===== config.mk =====
export PLATFORM = sky130hd
export DESIGN_NAME = digiota_bitstream_decimator
export DESIGN_NICKNAME = d
export VERILOG_FILES = /design/src/rtl/digiota_bitstream_decimator_pkg.sv /design/src/rtl/digiota_bitstream_decimator_sync.sv /design/src/rtl/digiota_bitstream_decimator.sv
export SDC_FILE = /design/constraint.sdc
export NUM_CORES = 1
export LEC_CHECK = 0
export CAP_MARGIN = 25
export CORE_ASPECT_RATIO = 1.4
export CORE_UTILIZATION = 47
export CTS_BUF_LIST = sky130_fd_sc_hd__clkbuf_16
export CTS_CLUSTER_DIAMETER = 30
export CTS_CLUSTER_SIZE = 30
export DETAILED_ROUTE_END_ITERATION = 12
export PLACE_DENSITY = 0.73
export SYNTH_ARGS = -nofsm -noshare
export SYNTH_HDL_FRONTEND = slang
export SYNTH_SLANG_ARGS = --single-unit

===== constraint.sdc =====
create_clock -name clk -period 1.15 [get_ports clk]
set_input_delay 0.1725 -clock clk [delete_from_list [all_inputs] [get_ports clk]]
set_output_delay 0.1725 -clock clk [all_outputs]
set_load 0.1 [all_outputs]

===== src/rtl/digiota_bitstream_decimator_pkg.sv =====
// Shared types and constants for the digital-OTA bitstream decimator.
package digiota_pkg;

  // Decimator control states.
  typedef enum logic [1:0] {
    ST_IDLE   = 2'd0,
    ST_SETTLE = 2'd1,
    ST_ACCUM  = 2'd2
  } state_e;

  // Default depth of the comparator-bit synchroniser.
  localparam int SYNC_STAGES_DEFAULT = 2;

  // Window length in clk cycles for a given log2 size.
  function automatic int win_len(input int log2);
    return 1 << log2;
  endfunction

endpackage


===== src/rtl/digiota_bitstream_decimator_sync.sv =====
// Reset-to-zero flop chain that brings the asynchronous comparator bit into clk.
module digiota_sync #(
  parameter int STAGES = 2
) (
  input  logic clk,
  input  logic rst,
  input  logic d,
  output logic q
);

  logic [STAGES-1:0] sync_q;
  logic [STAGES-1:0] sync_d;

  // Shift the raw bit in at stage 0; the last stage is the usable sample.
  always_comb begin
    sync_d = {sync_q[STAGES-2:0], d};
  end

  // Synchroniser register chain.
  always_ff @(posedge clk) begin
    if (rst) begin
      sync_q <= '0;
    end else begin
      sync_q <= sync_d;
    end
  end

  assign q = sync_q[STAGES-1];

endmodule


===== src/rtl/digiota_bitstream_decimator.sv =====
// Boxcar (CIC-1) decimator for the comparator bitstream: settle, count ones
// over back-to-back 2^WIN_LOG2-cycle windows, present each count on a
// single-entry holding register.
//
// Output handshake: dout is transferred on a clk edge where dout_valid and
// dout_ready are both high. dout_valid never drops without a transfer (or
// reset), and dout is stable while dout_valid is high and not transferred.
module digiota_bitstream_decimator
  import digiota_pkg::*;
#(
  parameter int WIN_LOG2    = 4,
  parameter int SETTLE      = 2,
  parameter int SYNC_STAGES = SYNC_STAGES_DEFAULT
) (
  input  logic                clk,
  input  logic                rst,
  input  logic                en,
  input  logic                cmp_in,
  output logic [WIN_LOG2:0]   dout,
  output logic                dout_valid,
  input  logic                dout_ready,
  output logic                overrun,
  output logic                busy
);

  localparam int WIN_LEN     = win_len(WIN_LOG2);
  localparam int SET_W       = (SETTLE > 1) ? $clog2(SETTLE) : 1;
  localparam int SETTLE_LAST = (SETTLE > 0) ? SETTLE - 1 : 0;

  localparam logic [WIN_LOG2-1:0] WIN_LAST  = WIN_LOG2'(WIN_LEN - 1);
  localparam logic [WIN_LOG2-1:0] WIN_ONE   = WIN_LOG2'(1);
  localparam logic [SET_W-1:0]    SET_LAST  = SET_W'(SETTLE_LAST);
  localparam logic [SET_W-1:0]    SET_ONE   = SET_W'(1);

  state_e                state_q, state_d;
  logic [SET_W-1:0]      settle_cnt_q, settle_cnt_d;
  logic [WIN_LOG2-1:0]   win_cnt_q, win_cnt_d;
  logic [WIN_LOG2:0]     acc_q, acc_d;
  logic [WIN_LOG2:0]     dout_q, dout_d;
  logic                  dout_valid_q, dout_valid_d;
  logic                  overrun_q, overrun_d;
  logic                  busy_q, busy_d;

  logic                  s_sync;
  logic                  complete;
  logic [WIN_LOG2:0]     result;
  logic                  pop;

  digiota_sync #(
    .STAGES (SYNC_STAGES)
  ) u_sync (
    .clk (clk),
    .rst (rst),
    .d   (cmp_in),
    .q   (s_sync)
  );

  // FSM next state and window accumulator; en low overrides everything.
  always_comb begin
    state_d      = state_q;
    settle_cnt_d = settle_cnt_q;
    win_cnt_d    = win_cnt_q;
    acc_d        = acc_q;
    complete     = 1'b0;
    result       = acc_q + (WIN_LOG2 + 1)'(s_sync);

    unique case (state_q)
      ST_IDLE: begin
        if (en) begin
          if (SETTLE == 0) begin
            state_d   = ST_ACCUM;
            acc_d     = '0;
            win_cnt_d = '0;
          end else begin
            state_d      = ST_SETTLE;
            settle_cnt_d = '0;
          end
        end
      end
      ST_SETTLE: begin
        if (settle_cnt_q == SET_LAST) begin
          state_d   = ST_ACCUM;
          acc_d     = '0;
          win_cnt_d = '0;
        end else begin
          settle_cnt_d = settle_cnt_q + SET_ONE;
        end
      end
      ST_ACCUM: begin
        if (win_cnt_q == WIN_LAST) begin
          // Final sample of the window: result carries it, acc restarts.
          complete  = 1'b1;
          acc_d     = '0;
          win_cnt_d = '0;
        end else begin
          acc_d     = result;
          win_cnt_d = win_cnt_q + WIN_ONE;
        end
      end
      default: begin
        state_d = ST_IDLE;
      end
    endcase

    if (!en) begin
      state_d      = ST_IDLE;
      complete     = 1'b0;
      acc_d        = '0;
      win_cnt_d    = '0;
      settle_cnt_d = '0;
    end
  end

  // Holding register, overrun flag and busy indication.
  always_comb begin
    dout_d       = dout_q;
    dout_valid_d = dout_valid_q;
    overrun_d    = overrun_q;
    pop          = dout_valid_q & dout_ready;

    if (complete) begin
      if (!dout_valid_q || dout_ready) begin
        // Empty, or being emptied this cycle: take the new count.
        dout_d       = result;
        dout_valid_d = 1'b1;
      end else begin
        // Unread result still held: keep it, drop the new one.
        overrun_d = 1'b1;
      end
    end else if (pop) begin
      dout_valid_d = 1'b0;
    end

    // Overrun is only ever set while running, so en low means en has fallen.
    if (!en) begin
      overrun_d = 1'b0;
    end

    busy_d = (state_d != ST_IDLE);
  end

  // State and datapath registers with synchronous reset.
  always_ff @(posedge clk) begin
    if (rst) begin
      state_q      <= ST_IDLE;
      settle_cnt_q <= '0;
      win_cnt_q    <= '0;
      acc_q        <= '0;
      dout_q       <= '0;
      dout_valid_q <= 1'b0;
      overrun_q    <= 1'b0;
      busy_q       <= 1'b0;
    end else begin
      state_q      <= state_d;
      settle_cnt_q <= settle_cnt_d;
      win_cnt_q    <= win_cnt_d;
      acc_q        <= acc_d;
      dout_q       <= dout_d;
      dout_valid_q <= dout_valid_d;
      overrun_q    <= overrun_d;
      busy_q       <= busy_d;
    end
  end

  assign dout       = dout_q;
  assign dout_valid = dout_valid_q;
  assign overrun    = overrun_q;
  assign busy       = busy_q;

endmodule

### Yosys cells after proc, flatten, opt, wreduce, memory -nomap -nowiden

Cells that the tools add are included.

* bits in registers: 22
* bits in latches: 0
* bits in writable memories: 0
* bits in read-only memories: 0
* input bits: 5
* output and inout port bits: 8
* word-level logic and storage cells: 49
* memories: 0

* add/sub/neg operators: 3
* multiply operators: 0
* div/mod/pow operators: 0
* order comparisons: 0
* equality and inequality tests: 5
* shift operators: 0
* multiplexer cells: 17
* bitwise operators: 3
* reductions and logical operators: 12

Operator list (count)
* $mux W5: 2
* $pmux W5 S2: 1
* $mux W4: 2
* $pmux W4 S2: 1
* $reduce_and A2 Y1: 4
* $reduce_bool A2 Y1: 4
* $mux W1: 7
* $pmux W2 S3: 1
* $add A5 B1 Y5: 1
* $add A4 B1 Y4 const B: 1
* $eq A4 B4 Y1 const B: 1
* $mux W2: 2
* $eq A2 B1 Y1 const B: 1
* $eq A2 B2 Y1 const B: 1
* $logic_not A2 Y1: 1
* $ne A2 B1 Y1 const B: 1
* $ne A2 B2 Y1 const B: 1
* $not A1 Y1: 2
* $pmux W1 S2: 1
* $reduce_or A2 Y1: 1
* $add A1 B1 Y1 const B: 1
* $and A1 B1 Y1: 1
* $logic_not A1 Y1: 1
* $logic_or A1 B1 Y1: 1

### Depth between registers and ports, before layout

* word-level depth: 6
* depth in mapped cells: 6
* gate-level depth less buffers: 5

### Cells and area by module

Synthesis repeated with hierarchy kept, for this count alone.

* cell total of the unflattened synthesis: 102
* area, all modules: 967.2 um^2

By module, submodules not included
* digiota_bitstream_decimator: times used 1, cells an instance 98, area an instance 914.6 um^2, seq. area each 400.4 um^2
* digiota_sync: times used 1, cells an instance 4, area an instance 52.6 um^2, seq. area each 40.0 um^2

### Worst setup path after synthesis

Ideal clock, no wire load.

* path type: register to register
* from: reg dout_valid_q (netlist: dout_valid)
* to: reg dout_q[4] (netlist: dout[4])
* setup time: 86 ps
* data arrival time: 1598 ps
* required time: 1064 ps
* setup slack: -534 ps
* stages on the path, launching flop included: 4
* path buffers: 0
* period minus slack after synthesis: 1684 ps
* path through: dfxtp_1 nor2b_1 nor3_2 a211oi_1

* cells in the longest elaborated chain, start to end: 3

RTL lines
* start: declaration: line digiota_bitstream_decimator.sv:40 `logic dout_valid_q, dout_valid_d;`
* start signal: assignment: line digiota_bitstream_decimator.sv:159 `dout_valid_q <= dout_valid_d;`
* $logic_not A1 Y1: line digiota_bitstream_decimator.sv:122 `if (!dout_valid_q || dout_ready) begin`
* $logic_or A1 B1 Y1: line digiota_bitstream_decimator.sv:122
* $reduce_and A2 Y1 (no source line)
* end signal: assignment: line digiota_bitstream_decimator.sv:158 `dout_q <= dout_d;`
* end: declaration: line digiota_bitstream_decimator.sv:39 `logic [WIN_LOG2:0] dout_q, dout_d;`

No other way between the ends.
A chain may end at the register's enable or synchronous reset.

### Worst setup path in the final report

* from: reg win_cnt_q[1]
* to: reg dout_q[3] (netlist: dout[3])

* cells in the longest elaborated chain, start to end: 5

RTL lines
* start: declaration: line digiota_bitstream_decimator.sv:37 `logic [WIN_LOG2-1:0] win_cnt_q, win_cnt_d;`
* start signal: assignment: line digiota_bitstream_decimator.sv:156 `win_cnt_q <= win_cnt_d;`
* $eq A4 B4 Y1: line digiota_bitstream_decimator.sv:90 `if (win_cnt_q == WIN_LAST) begin`
* $mux W1: line digiota_bitstream_decimator.sv:90
* $mux W1: line digiota_bitstream_decimator.sv:67 `unique case (state_q)`
* $mux W1: line digiota_bitstream_decimator.sv:105 `if (!en) begin`
* $reduce_and A2 Y1 (no source line)

No other way between the ends.

==> results.md <==
* Run status: finished with violations
* Failing checks: negative setup slack
* Detailed placer's ending HPWL at between 1500 and 2000 um
* Sequential Power Share at 0.486
* Worst min-delay path startpoint: u_sync.sync_q[0]
* Slowest cell on the critical path: dfxtp_2
* HP Class: register to register
* Max Clock Skew at 0.003849 ns
* Worst setup path start: win_cnt_q[1]
* Post-synth net total at around 110
* RSZ-0062 raised after global routing: yes
* Core Area at 1949 um^2
* Sequential element share of the synthesized area at 0.4524
* Syn Inst Count at 103
* FMAX at 776.5 MHz
* Max stage delay on crit path at approximately 0.35 ns
* Vias/cell at 6.297
* Tmin final at 1.288 ns
* Final Util at 0.7811
* Req. time, crit path at between 1 and 1.5 ns
* Setup Viol. Count Final at 9
* Worst-Skew Late Latency at ~0.25 ns
* Initial Utilization at 0.4994
* CTS Root Cell: clkbuf_16
* Layout cell share with drive strength beyond 1 at 0.4701
* NetSw at 323.8 uW
* CP Capture Type: register
* Initial antenna violation count at 0
* Htree depth at 1
* Internal at 1.276 mW
* Vias at 976
* Synth Register Bits at 22
* Nets at between 100 and 150
* DRT iter0 DRCs at 42
* Wire length per cell at 17.25 um
* Asr flop ratio synth at 0
* Placed Area at about 1300 um^2
* Ant diodes at 0
* Mean Syn Cell Area at 9.451 um^2
* Clk sinks at 22
* Die area at between 2000 and 2500 um^2
* PD cells at 1050 nW/um^2
* Max Cap Viol at 0
* GRT Util Overall at 0.2534
* Maximum vdd drop at around 900 uV
* Leakage Power at 0.5266 nW
* CP Cell Sequence: ha_4 -> nand4_1 -> nor3_4 -> a211oi_1
* Clock buffer count from CTS at 3
* Antenna viol nets, final at 0
* Final period utilization at 1.120
* Slew Viols, Final at 0
* PnR worst setup slack at -0.1378 ns
* Drt pass-1 iters at 5
* Synthesis-to-layout area growth at 56.43%
* CTS Buffer Depth at 2
* Switching share of power at 0.2024
* DRC violations left at 0
* Gpl congestion at 0.7744
* YS warnings at 0
* Vias in the first global route at 944
* GRT overflow at 0
* DRT Wirelength at between 2000 and 3000 um
* Chip Height at about 56 um
* WP data arrival at between 1 and 1.5 ns
* Final Hold Vio Count at 0
* Post-synthesis cell type count at 30
* Worst R2R Start: win_cnt_q[1]
* First-pass GRT wire length at 3974 um
* CP Launch Type: register
* Non-Filler Instances at 155
* Logic pwr share at 0.055
* Rows at 19
* IO Count at 13
* Clk slew on worst S/H paths at approximately 0.06 ns
* CP Max Fanout at 4
* EDFF count, synth at 0
* Worst-margin pin slew at about 0.3 ns
* IO buf count at 12
* Critical path type: register to register
* Final instance area at 1523 um^2
* Cells after DPL at between 100 and 150
* Largest net degree at the start of global routing at 13
* Clock share of power at 0.459
* Netlist Area Pre-Place at 973.4 um^2
* FILL cells at 121
* CTS tree: built
* Max_slew headroom at 0.8046
* Main synth FF type: dfxtp_1
* Die width at 40.46 um
[kinds of logic (layout without fill, tap and decap cells)]
logic type               count (synthesis)  in the layout  share of synthesized area
AO/OA/AOI/OAI                           29             29                     0.1928
XOR/XNOR                                 2              2                    0.01800
adder cells (fa/ha/maj)                  3              3                    0.03856
buffers and inverters                    8             38                    0.06296
flip-flops                              22             22                     0.4524
multiplexers                             1              1                    0.01028
AND/OR/NAND/NOR                         38             39                     0.2249
[timing repair]
action,in CTS,in global routing
pin swaps,7,9
setup buffers,1,1
endpoints found under the setup margin,15,12
hold buffers,0,0
cloned,1,0
gates resized for setup,16,6
[layer usage]
layer,share of wire,global-route usage,wire length (um),vias up
li1,-,-,-,447
met1,0.36,0.2622,960,462
met2,0.55,0.4127,1467,59
met3,0.060,0.06000,161,8
met4,0.031,0.1714,83,0
met5,0,0,0,-
[power groups by stage]
stage,registers [mW],clock network (mW),logic (mW)
after floorplan,0.804,0,0.0244
after global placement,0.791,0,0.0806
after detailed placement,0.791,0,0.0814
after CTS,0.777,0.742,0.0849
after global routing,0.778,0.768,0.0939
final,0.778,0.733,0.0885
[through the flow]
step	TNS (ns)	worst slack [ns]	total power, mW	hold WS, ns
after floorplan	-0.007688	-0.007688	0.8281	0.3007
after global placement	-3.404	-0.2595	0.8715	0.4239
after detailed placement	-3.480	-0.2833	0.8726	0.4249
after CTS	-0.4025	-0.1070	1.604	0.4486
after global routing	-1.278	-0.1762	1.641	0.4800
final	-0.7358	-0.1378	1.600	0.4470
[synth_stat cells (3+ instances only)]
cell type   n  area, um^2
a211oi_1    4       30.03
a21oi_1    12       60.06
a31oi_1     4       25.02
buf_6       3       33.78
dfxtp_1    22       440.4
ha_1        3       37.54
nand2_1     4       15.01
nand2b_1    3       18.77
nand3_1    12       60.06
nand4_1     3       18.77
nor2_1      4       15.01
nor2b_1     6       37.54
[registers in the layout, indices dropped and copies added (netlist names)]
| signal | cells |
|---|---|
| busy | 1 |
| dout_valid | 1 |
| overrun | 1 |
| state_q | 2 |
| acc_q | 5 |
| settle_cnt_q | 1 |
| u_sync.sync_q | 2 |
| win_cnt_q | 4 |
| dout | 5 |
[path summary, 6_finish.rpt]
check	end	slack, ns	cells past startpoint
max	dout[3]	-0.14	4
min	u_sync.sync_q[1]	0.45	1
max reg2reg	dout[3]	-0.14	4
min reg2reg	u_sync.sync_q[1]	0.45	1
[critical path, delay by kind of cell (launching register included)]
kind / cells / cell delay, ns
compound gates: 1 / 0.11
fa+ha+maj: 1 / 0.16
flops: 1 / 0.35
simple gates: 2 / 0.55
[final cells by class]
class / instances / area [um^2] / share of cell area
clock buffers: 3 / 75.07 / 0.04930
multi-input cells: 74 / 593.1 / 0.3895
clock inverters: 1 / 3.754 / 0.002465
well taps: 21 / 26.28 / 0.01726
flip-flops and latches: 22 / 459.2 / 0.3016
repair buffers: 33 / 361.6 / 0.2375
inverters: 1 / 3.754 / 0.002465
[layout by cell type, fill, tap and decap left out, drive strengths merged, types with 4 or more instances in the layout]
master	netlist	layout
nand2	5	5
dfxtp	22	22
a21oi	12	12
nand3	12	12
nor2b	7	8
a211oi	4	4
clkdlybuf4s50	0	4
buf	6	29
a31oi	4	4
nor2	4	4
(Power assumes the default switching activity.)
==> edit 1 (same flow settings) <==
The parameter `SETTLE` goes from 2 to 1.
--- a/src/rtl/digiota_bitstream_decimator.sv
+++ b/src/rtl/digiota_bitstream_decimator.sv
@@ -11,3 +11,3 @@
   parameter int WIN_LOG2    = 4,
-  parameter int SETTLE      = 2,
+  parameter int SETTLE      = 1,
   parameter int SYNC_STAGES = SYNC_STAGES_DEFAULT
Check against the original RTL: same outputs for any inputs over 10 cycles, from zero or initial values and one cycle with rst high; that may be too few to reach the edited logic, so the function may still have changed.
==> edit 1 against the unedited design <==
The run still ends with setup timing left; die area shrank 6.4%; total power grew 2.0%; via count shrank 7.9%; synthesized area shrank 6.7%; first-iteration DRC count shrank 38%; utilization grew 9.2 points; critical path type unchanged; clock skew grew 0.0010 ns; sequential cell count shrank 1; design area grew 2.1%; setup slack lost 0.034 ns; wire length grew 5.2%.
==> edit 1: results (changes against the unedited design) <==
* Fin nets at 141 (-1.4%)
* Crit-path slowest cell: dfxtp_1
* Dpl ws at -0.244 ns (+0.0390 ns)
* Failing checks: setup timing
* Status: finished with violations
* Final WL at 2.81 mm (+5.2%)
* Unique masters post-synth at 27 (-10%)
* Initial DRC Count at 26 (-38%)
* Yosys warning total at 0 (unchanged)
* CP Max Fanout at 7 (+3)
* Area of placed instances at 1280 µm² (-3.3%)
* Setup TNS at -1.41 ns (-0.676 ns)
* Gr usage total at 26.3% (+0.95 points)
* First-pass DRT Iterations at 4 (-1)
* Peak supply drop at 1.07 mV (+18%)
* Clock Skews at 0.00488 ns (+0.00103 ns)
* DR vias at 899 (-7.9%)
* Number of global-route vias before repair at 823 (-13%)
* Most common library cells after synthesis: dfxtp_1 (21), nor2_1 (8), a21oi_1 (7)
* Clk_lat worst skew at approximately 0.26 ns
* First-pass GRT wire length at 3.67 mm (-7.6%)
* Leakage at 0.534 nW (+1.4%)
* Share of the yosys chip area belonging to registers at 46.3% (+1.0 points)
* Fill cells at 81 (-33%)
* DPL Wire Length at 1.55 mm (-7.8%)
* Final setup fails at 16 (+7)
* Share of layout cells above drive strength 1 at 54.6% (+7.6 points)
* CP max stage delay at 0.40 ns (+0.05 ns)
* Setup ws final at -0.172 ns (-0.0344 ns)
* Gpl congestion at 0.790 (+2.1%)
* Synth area leaders: dfxtp_1 (46%), ha_1 (6.9%), nor2b_1 (4.1%), a21oi_1 (3.9%), a31oi_1 (3.4%)
* TritonCTS buffer count at 3 (unchanged)
* Critical path arrival at 1.48 ns (+0.06 ns)
==> edit 1: cell count changes after synthesis, moves of 3 or more <==
cell / change
nor2_1: +4
nand3_1: -6
a21oi_1: -5
inv_1: +4
and2_1: +3
==> edit 1: area by class of cell <==
cell class	instances	share of cell area (%)
Timing Repair Buffer	30	22.6
Sequential cell	21	28.3
Clock buffer	3	4.83
Tap cell	20	1.61
Inverter	5	1.45
Clock inverter	1	0.242
Multi-Input combinational cell	70	41.0
==> edit 1: worst max-delay path: cells and delay by family (launching register included) <==
family / cells / cell delay, ns
compound gates: 2 / 0.36
flops: 1 / 0.40
buf+inv: 2 / 0.27
simple gates: 1 / 0.19
==> edit 1: logic make-up after synthesis <==
logic type	synth area share, %
AOI/OAI and AO/OA	16.7
xor gates and xnor gates	1.93
adders and majority gates	6.89
buffers and inverters	5.23
DFF	46.3
and+or+nand+nor	23.0
==> edit 1: path summary, 6_finish.rpt <==
| check | start | end | slack (ns) | depth (start not counted) |
|---|---|---|---|---|
| worst max-delay path | win_cnt_q[3]$_SDFFE_PP0P_ | dout[2]$_SDFFE_PP0P_ | -0.17 | 5 |
| worst min-delay path | u_sync.sync_q[0]$_SDFF_PP0_ | u_sync.sync_q[1]$_SDFF_PP0_ | 0.44 | 1 |
| worst max register to register | win_cnt_q[3]$_SDFFE_PP0P_ | dout[2]$_SDFFE_PP0P_ | -0.17 | 5 |
| worst min register to register | u_sync.sync_q[0]$_SDFF_PP0_ | u_sync.sync_q[1]$_SDFF_PP0_ | 0.44 | 1 |
==> edit 1: what timing repair did <==
action	CTS	global route
gates cloned	0	0
resized for setup	20	13
setup buffers	2	2
setup endpoints to repair	15	16
pin swaps	7	18
hold buffers	0	0
==> edit 1: per-stage QoR <==
| step | hold slack, ns | util, % | cells |
|---|---|---|---|
| floorplan | 0.301 | - | 101 |
| global placement | 0.418 | 72.2 | 142 |
| detailed placement | 0.430 | 72.2 | 142 |
| CTS | 0.441 | 82.7 | 148 |
| global route | 0.452 | 87.3 | 150 |
| finish | 0.438 | 87.3 | 150 |
==> edit 1: where the power goes <==
group | internal (W) | leakage (nW) | switching [W]
logic | 0.0000706 | 0.315 | 0.0000845
clock network | 0.000464 | 0.0423 | 0.000273
registers | 0.000735 | 0.177 | 0.00000521
==> edit 1: routing by layer <==
layer | vias up | routed length (µm) | share of wire, % | GRT usage (%)
li1 | 418 | - | - | -
met1 | 431 | 1080 | 38 | 27.4
met2 | 35 | 1420 | 51 | 44.7
met3 | 15 | 153 | 5.4 | 5.79
met4 | 0 | 152 | 5.4 | 19.0
met5 | - | 0 | 0 | 0
==> edit 2 (same flow settings) <==
Made on the original files. Encoding of `state_e`: now one-hot (3 bits for 3 states).
--- a/src/rtl/digiota_bitstream_decimator_pkg.sv
+++ b/src/rtl/digiota_bitstream_decimator_pkg.sv
@@ -4,6 +4,6 @@
   // Decimator control states.
-  typedef enum logic [1:0] {
-    ST_IDLE   = 2'd0,
-    ST_SETTLE = 2'd1,
-    ST_ACCUM  = 2'd2
+  typedef enum logic [2:0] {
+    ST_IDLE   = 3'b001,
+    ST_SETTLE = 3'b010,
+    ST_ACCUM  = 3'b100
   } state_e;
Formal check against the unedited RTL: same outputs for any inputs over 10 cycles, from zero or initial values and one cycle with rst high; not proved beyond that.
==> edit 2 against the unedited design <==
The run still ends with setup timing left; total power up 5.3%; design area up 5.8%; wire length down 4.4%; synthesized cell count down 5.8%; setup slack worse by 0.049 ns; maximum frequency down 3.7%; global-route usage down 0.77 points; die area up 1.5%; synthesized area up 1.5%; non-clock buffer count up 4; sequential cell count up 1; critical endpoint is now win_cnt_q[2]$_SDFFE_PP0P_; largest cell class unchanged; largest power group unchanged.
==> edit 2: results (changes against the unedited design) <==
* Status: finished with violations
* Failing checks: setup timing
* Post-Place Cells at 148 (unchanged)
* Post-CTS setup buffers at 2 (+1)
* Setup ws final at -0.187 ns (-0.0492 ns)
* CP max stage delay at 0.33 ns (-0.02 ns)
* TritonCTS buffer count at 3 (unchanged)
* Area of placed instances at 1420 µm² (+6.5%)
* Post-synth net total at 105 (-5.4%)
* Peak supply drop at 1.36 mV (+50%)
* Non-Filler Instances at 154 (-0.65%)
* Cts repair resizes at 20 (+4)
* Dpl ws at -0.419 ns (-0.136 ns)
* Worst hold slack at 0.446 ns (-0.00141 ns)
* DR vias at 864 (-11%)
* Unique masters post-synth at 35 (+17%)
* Synth Area per Inst at 10.2 µm² (+7.8%)
* Sw power at 0.000350 W (+8.0%)
* Number of global-route vias before repair at 909 (-3.7%)
* Clock-pin slew on the worst setup and hold paths at 0.06 ns (about the same)
* Switching Fraction at 20.8% (+0.51 points)
* Most common library cells after synthesis: dfxtp_1 (23), nand2b_1 (8), a21oi_1 (5)
* Initial DRC Count at 13 (-69%)
* Min-Delay Endpoint: state_q[1]$_SDFF_PP0_
* Setup TNS at -2.36 ns (-1.62 ns)
* DPL Wire Length at 1.80 mm (+7.2%)
* Gr usage total at 24.6% (-0.77 points)
* Logic pwr share at 7.7% (+2.2 points)
* RR Endpoint: win_cnt_q[2]$_SDFFE_PP0P_
* First-pass DRT Iterations at 4 (-1)
* Part of the power in registers at 48.6% (about the same)
* Clock Tree Buf Depth at 2 (unchanged)
* HP Start: state_q[2]$_SDFF_PP0_
* CP Max Fanout at 6 (+2)
* HP Class: flop to flop
* Critical path arrival at 1.48 ns (+0.06 ns)
* Clock Skews at 0.00180 ns (-0.00205 ns)
* Final WL at 2.56 mm (-4.4%)
* Final setup fails at 17 (+8)
* Gpl congestion at 0.743 (-4.1%)
* Fin. max-slew vios at 0 (unchanged)
* Synth area leaders: dfxtp_1 (47%), nand2b_1 (5.1%), ha_1 (3.8%), mux2i_1 (3.0%), a22o_1 (2.7%)
* Fin nets at 142 (-0.70%)
* First-pass GRT wire length at 3.84 mm (-3.5%)
* R2r startpoint: win_cnt_q[1]$_SDFFE_PP0P_
* Share of layout cells above drive strength 1 at 53.4% (+6.4 points)
* Worst slew pin tran at 0.460 ns (+0.168 ns)
* Crit-path slowest cell: dfxtp_2
* Yosys warning total at 0 (unchanged)
* Share of the yosys chip area belonging to registers at 46.6% (+1.3 points)
* Leakage at 0.617 nW (+17%)
* Crit path max-delay family: flip-flops
* Async set-reset flop share out of synthesis at 0% (unchanged)
edit 2: layout make-up:
class / count / area [µm²]
multi-input cells: 67 / 621
flip-flops and latches: 23 / 479
repair buffers: 37 / 399
fillers: 109 / 362
clock buffers: 3 / 75.1
well taps: 21 / 26.3
inverters: 2 / 7.51
clock inverters: 1 / 3.75
edit 2: cells by family (layout without fill, tap and decap cells):
kind of cell	after synthesis	after routing	share of synthesized area [%]
AND/OR/NAND/NOR	32	32	20.5
AO/OA/AOI/OAI	25	25	18.6
flip-flops	23	23	46.6
buffers and inverters	7	43	3.67
multiplexers	4	4	4.18
adder cells (fa/ha/maj)	3	3	3.80
XOR/XNOR	3	3	2.66
edit 2: routing by layer:
layer / vias to the layer above / track usage, % / share of wire, %
met5: - / 0 / 0
met4: 0 / 10.0 / 1.7
met3: 5 / 4.74 / 1.7
met2: 10 / 44.7 / 57
met1: 414 / 24.6 / 40
li1: 435 / - / -
